==> config.mk <==
export PLATFORM = sky130hd
export DESIGN_NAME = led_bar_sequencer
export DESIGN_NICKNAME = d
export VERILOG_FILES = /design/src/rtl/led_bar_sequencer.sv
export SDC_FILE = /design/constraint.sdc
export NUM_CORES = 1
export LEC_CHECK = 0
export CAP_MARGIN = 40
export CORE_AREA = 4 4 89 91
export CTS_CLUSTER_SIZE = 30
export DETAILED_ROUTE_END_ITERATION = 10
export DIE_AREA = 0 0 93 95
export GPL_TIMING_DRIVEN = 0
export PLACE_DENSITY = 0.65
export SYNTH_ARGS = -nofsm -noshare
export SYNTH_HDL_FRONTEND = slang
export SYNTH_SLANG_ARGS = --single-unit
==> constraint.sdc <==
create_clock -name clk -period 4.8 [get_ports clk]
set_input_delay 0.96 -clock clk [delete_from_list [all_inputs] [get_ports clk]]
set_output_delay 0.96 -clock clk [all_outputs]
set_load 0.05 [all_outputs]
==> src/rtl/led_bar_sequencer.sv <==
// +--------------------------------------------------------------------------+
// | led_bar_sequencer: steps a 16-LED bar through one of four 16-step        |
// | patterns at a programmable rate. Optional wrap-around: LED_SEQ_LOOP_EN.  |
// | Revision: 1.0                                                            |
// +--------------------------------------------------------------------------+
`default_nettype none

module led_bar_sequencer #(
  parameter int unsigned TICK_DIV = 80000000,
  parameter int unsigned CNT_W    = 27
) (
  input  logic        clk,
  input  logic        rst_n,
  input  logic        start,
  input  logic [1:0]  mode,
  input  logic        pause,
  input  logic        abort,
  input  logic        loop,
  output logic        busy,
  output logic        done,
  output logic [3:0]  step,
  output logic [15:0] led
);

  localparam logic [1:0] c_st_idle  = 2'd0;
  localparam logic [1:0] c_st_run   = 2'd1;
  localparam logic [1:0] c_st_pause = 2'd2;
  localparam logic [1:0] c_st_hold  = 2'd3;

  localparam logic [CNT_W-1:0] c_tick_last = CNT_W'(TICK_DIV - 1);

  logic [1:0]       r_state;
  logic [CNT_W-1:0] r_cnt;
  logic [3:0]       r_step;
  logic [1:0]       r_mode;
  logic             r_done;
  logic [4:0]       w_step_p1;

`ifndef LED_SEQ_LOOP_EN
  logic w_unused_loop;
  assign w_unused_loop = loop;
`endif

  always_ff @(posedge clk or negedge rst_n) begin
    if (!rst_n) begin
      r_state <= c_st_idle;
      r_cnt   <= '0;
      r_step  <= 4'd0;
      r_mode  <= 2'd0;
      r_done  <= 1'b0;
    end else begin
      r_done <= 1'b0;
      if (abort) begin
        r_state <= c_st_idle;
        r_cnt   <= '0;
        r_step  <= 4'd0;
      end else begin
        case (r_state)
          c_st_idle, c_st_hold: begin
            if (start) begin
              r_state <= c_st_run;
              r_mode  <= mode;
              r_cnt   <= '0;
              r_step  <= 4'd0;
            end
          end
          c_st_run: begin
            if (pause) begin
              r_state <= c_st_pause;
            end else if (r_cnt == c_tick_last) begin
              r_cnt <= '0;
              if (r_step != 4'd15) begin
                r_step <= r_step + 4'd1;
              end else begin
                r_done <= 1'b1;
`ifdef LED_SEQ_LOOP_EN
                if (loop) r_step <= 4'd0;
                else      r_state <= c_st_hold;
`else
                r_state <= c_st_hold;
`endif
              end
            end else begin
              r_cnt <= r_cnt + 1'b1;
            end
          end
          c_st_pause: begin
            if (!pause) r_state <= c_st_run;
          end
          default: r_state <= c_st_idle;
        endcase
      end
    end
  end

  assign busy = (r_state == c_st_run) || (r_state == c_st_pause);
  assign done = r_done;
  assign step = r_step;
  assign w_step_p1 = {1'b0, r_step} + 5'd1;

  // LEDs decode only registered state so the pins never glitch on input changes.
  always_comb begin
    led = 16'h0000;
    if (r_state != c_st_idle) begin
      case (r_mode)
        2'd0:    led = 16'hFFFF >> (4'd15 - r_step);
        2'd1:    led = ~(16'hFFFF >> w_step_p1);
        2'd2:    led = 16'h0001 << r_step;
        default: led = 16'hFFFF >> w_step_p1;
      endcase
    end
  end

endmodule

`default_nettype wire
==> results of run 1 <==
==> synth_stat cells, types with 5 or more instances <==
cell	n	area share
nor2b_1	5	0.011
a21oi_1	23	0.042
nand2_1	34	0.047
ha_1	14	0.064
inv_1	10	0.014
xnor2_1	9	0.029
a211oi_1	6	0.017
nand3_1	14	0.026
xor2_1	13	0.042
nor3_1	9	0.017
o21ai_0	26	0.048
nor2_1	36	0.050
and3_1	5	0.011
dfrtp_1	36	0.33
clkbuf_1	18	0.025
nand4_1	11	0.025
==> how the worst max path moves through the flow <==
stage / to / cells after the start / from / slack [ns]
6_report: led[14] / 8 / step[1] / 0.94
5_1_grt: led[13] / 7 / step[2] / 0.71
4_1_cts: led[14] / 8 / step[1] / 0.96
3_5_place_dp: led[14] / 8 / step[1] / 1.27
3_3_place_gp: led[14] / 8 / step[1] / 1.31
2_1_floorplan: led[5] / 5 / step[1] / 0.66
==> sequential cells by signal (all words and copies together), names as in the netlist <==
name and count:
done 1, r_cnt 27, r_mode 2, r_state 2, step 4
==> worst register-to-register path: cells and delay by family (launching register included) <==
family	cells	cell delay (ns)
compound gates	1	0.50
simple gates	2	0.49
buf+inv	2	0.47
flops	1	0.37
fa+ha+maj	1	0.36
mux	1	0.28
==> cell families after synthesis <==
family	Yosys count	share of synthesized area
AO/OA/AOI/OAI	80	0.187
XOR/XNOR	22	0.0708
AND/OR/NAND/NOR	149	0.290
multiplexers	2	0.00827
adder cells (fa/ha/maj)	14	0.0643
flip-flops	36	0.331
buffers and inverters	32	0.0496
==> report_power, final <==
part	switching [µW]	total, µW	internal (µW)
Clock	99.1	193	93.5
Sequential	6.45	322	315
Combinational	363	518	154
Total	469	1030	563
==> metrics by stage <==
step	cells	total power (µW)	utilization
detailed placement	461	839	0.436
global placement	461	839	0.437
CTS	466	1030	0.446
floorplan	335	690	-
finish	466	1030	0.446
global route	466	1100	0.446
==> layout make-up <==
| class | count | area (µm²) |
|---|---|---|
| Fill cell | 723 | 3960 |
| Multi-Input combinational cell | 267 | 1690 |
| Sequential cell | 36 | 901 |
| Timing Repair Buffer | 27 | 265 |
| Tap cell | 99 | 124 |
| Buffer | 22 | 97.6 |
| Clock buffer | 5 | 68.8 |
| Inverter | 10 | 37.5 |
==> routing by layer <==
metal / global-route usage / part of all wire
met2: 0.267 / 0.46
met4: 0.0403 / 0.0060
met3: 0.0319 / 0.072
met5: 0 / 0
met1: 0.240 / 0.46
==> metrics, run 1 <==
post-synthesis sequential area ratio 0.331; Worst R2R Start r_state[0]; Final Cycle Share 0.805; minimum clock period 3.86 ns; startpoint type of the worst setup path flip-flop; Critical Path End Type output pin; DP Area 3110 µm²; Layout area overhead 16.9%; final worst slack 0.936 ns; synth unique cells 54; largest net degree at the start of global routing 37; std cell rows 31; WHS 0.534 ns; most used cell, CP a21oi_1; Worst Tran Pin Value 0.811 ns; Final Wtd Congestion 0.931; crit path kind flip-flop to output pin; Hold EP r_state[1]; Synthesis Warnings 0; Register-to-Register Path Depth 7; Post-synth top flop dfrtp_1; DR pass1 iterations 5; final WL 7000 µm; design area 3180 µm²; GRT overflow 0; Antenna Diode Count 0; routed len/inst 15.0 µm; via count 2,611; first-pass GRT wire length 12,000 µm; Async S/R FF share, synth 1.00; DIE AREA 8840 µm²; Critical path buffers and inverters 2; status complete, no violations; Netlist Area Pre-Place 2720 µm²; register bit total from synthesis 36; Gates resized, CTS repair 0; clock root buffer clkbuf_8; clock insertion delay at the later pin of the skew report 0.29 ns; Crit path max-delay family buffers and inverters; max cap viols 0; CTS tree yes; leakage 0.00120 µW; most frequent cells in the layout nor2_1, dfrtp_1, nand2_1; VDD IR max 0.132 mV; Die Height 95 µm; Net Count, Synth 357; Hold Violations, Final 0; syn avg cell area 8.13 µm²; Worst EP required 3.84 ns; Initial Utilization 0.381; max incr delay on CP 0.83 ns; via/cell ratio 5.60; pre-CTS WS 1.27 ns; CP Max Fanout 11; Hold Path Cell Cnt 1; Mapped Cells 335; number of synthesized flops with an enable pin 0; Worst Min Path Start r_state[1]; TNS Setup 0 ns; fraction of layout cells with a size suffix above 1 0.0545; flop-to-flop setup slack 2.22 ns; Slew HR 0.459; core area 7140 µm²; clk sinks 36; reg2reg end step[0]; Slowest-stage cell, CP clkdlybuf4s50_1; crit path cell chain inv_1, ha_1, nand2b_1, a21oi_1, a211oi_1, a21oi_1, nor2_1, clkdlybuf4s50_1; Slew Viols, Final 0; hpwl dp 5080 µm; DRC viols 0; H-tree levels 2; Worst-path clk slew 0.07 ns; ANT nets after route 0; vias in the first global route 2,437; FMAX 259 MHz; io pins 30; RSZ-0062 raised after global routing false; DIE WIDTH 93 µm; # setup viols final 0; Hold Crit Class flip-flop to flip-flop; initial antenna violation count 0; Worst Skew 0.00696 ns; Cell Pwr Density 324 nW/µm²; 1st-iter DRT viols 175; Setup Fix Bufs, Post-CTS 0; Final nets 391; clock buffer depth 2; CTS hold repair buffers 0; Crit path arrival time 2.90 ns; port bufs 27; gr usage total 0.169; TritonCTS Buffers 5
(Power assumes the default switching activity.)
==> run 2: changes to the inputs <==
Clock period 4.8 ns to 3.9 ns, I/O delays scaled along.
==> metrics, run 2 (synthesized netlist as in run 1, its figures left out) <==
status complete, no violations; clk sinks 36; vias in the first global route 2,428; Crit path arrival time 2.89 ns; DR pass1 iterations 4; TritonCTS Buffers 5; Gates resized, CTS repair 0; Critical Path End Type output pin; combinational share of power 0.427; 1st-iter DRT viols 115; clock buffer depth 2; std cell rows 31; DIE AREA 8840 µm²; Slew HR 0.467; CTS tree yes; Final Wtd Congestion 0.959; CTS hold repair buffers 0; Final Cycle Share 0.940; Setup Fix Bufs, Post-CTS 0; via/cell ratio 5.46; hpwl dp 4990 µm; non-filler cells, final 469; leakage 0.00125 µW; Final nets 391; CP Max Fanout 11; TNS Setup 0 ns; Layout area overhead 20.4%; most frequent cells in the layout nor2_1, dfrtp_1, nand2_1; io pins 30; startpoint type of the worst setup path flip-flop; crit path kind flip-flop to output pin; RSZ-0062 raised after global routing false; Cell Pwr Density 457 nW/µm²; DIE WIDTH 93 µm; # setup viols final 0; Worst Tran Pin Value 0.800 ns; largest net degree at the start of global routing 37; VDD IR max 0.182 mV; Hold Crit Class flip-flop to flip-flop; Fill cells 715; initial antenna violation count 0; Reg power frac 0.264; gr usage total 0.165; max cap viols 0; sw frac 0.400; Worst-path clk slew 0.08 ns; via count 2,562; fraction of layout cells with a size suffix above 1 0.0649; minimum clock period 3.67 ns; Initial Utilization 0.381; Clock Power Share 0.309; Biggest register r_cnt; GRT overflow 0; ANT nets after route 0; Pint 899 µW; Worst EP required 3.12 ns; Largest register FFs 27; clock root buffer clkbuf_8; Slew Viols, Final 0; clock insertion delay at the later pin of the skew report 0.29 ns; Antenna Diode Count 0; placed insts 461; FMAX 273 MHz; port bufs 27; Net Switching 600 µW; Worst Skew 0.00757 ns; Hold Violations, Final 0; first-pass GRT wire length 11,800 µm; core area 7140 µm²; DRC viols 0; Die Height 95 µm; final WL 6960 µm; H-tree levels 2; routed len/inst 14.8 µm
-- run 2: cell count changes in the layout (fill, tap and decap cells not counted), sizes merged --
cell	change
bufinv	+3
-- run 2: critical path: stages (launching register included) --
cell	delay [ns]
dfrtp_1	0.55
inv_1	0.19
ha_1	0.32
nand2b_1	0.20
a21oi_1	0.10
a211oi_1	0.22
a21oi_1	0.08
nor2_1	0.13
clkdlybuf4s50_1	0.81
-- run 2: final timing paths --
check | end | startpoint | cells after the start | slack, ns
worst max-delay path | led[14] | step[1] | 8 | 0.23
worst min-delay path | r_state[1] | r_state[1] | 1 | 0.54
worst max register to register | step[0] | r_state[0] | 7 | 1.31
worst min register to register | r_state[1] | r_state[1] | 1 | 0.54
max in group asynchronous | r_cnt[13] | rst_n | 1 | 2.82
min in group asynchronous | r_cnt[7] | rst_n | 1 | 0.57
-- run 2: power groups by stage --
stage	Sequential [µW]	Clock [µW]	Combinational (µW)
after global routing	398	486	695
after floorplan	401	0	451
final	396	463	640
after global placement	403	0	635
after CTS	396	471	636
after detailed placement	403	0	635
-- run 2: final cells by class --
cell class                      count  area (µm²)  share of cell area
Clock buffer                        5        68.8              0.0210
Tap cell                           99         124              0.0378
Sequential cell                    36         901               0.275
Inverter                           10        37.5              0.0115
Multi-Input combinational cell    267        1690               0.517
Buffer                             22        97.6              0.0298
Timing Repair Buffer               27         265              0.0809
Clock inverter                      3        90.1              0.0275
-- run 2: per-stage QoR --
step / util / hold slack, ns / total power [µW] / setup WS, ns / area [µm²]
after floorplan: - / 0.481 / 853 / 0.376 / 2730
after global routing: 0.459 / 0.566 / 1580 / 0.0679 / 3280
final: 0.459 / 0.542 / 1500 / 0.233 / 3280
after global placement: 0.438 / 0.503 / 1040 / 0.632 / 3120
after CTS: 0.459 / 0.547 / 1500 / 0.270 / 3280
after detailed placement: 0.437 / 0.528 / 1040 / 0.589 / 3120
-- run 2: metal layers --
layer | vias up | GRT usage | part of all wire | routed length, µm
met2 | 63 | 0.270 | 0.46 | 3230
met3 | 9 | 0.0255 | 0.043 | 297
met4 | 0 | 0.0513 | 0.013 | 91
li1 | 1269 | - | - | -
met1 | 1221 | 0.224 | 0.48 | 3350
met5 | - | 0 | 0 | 0
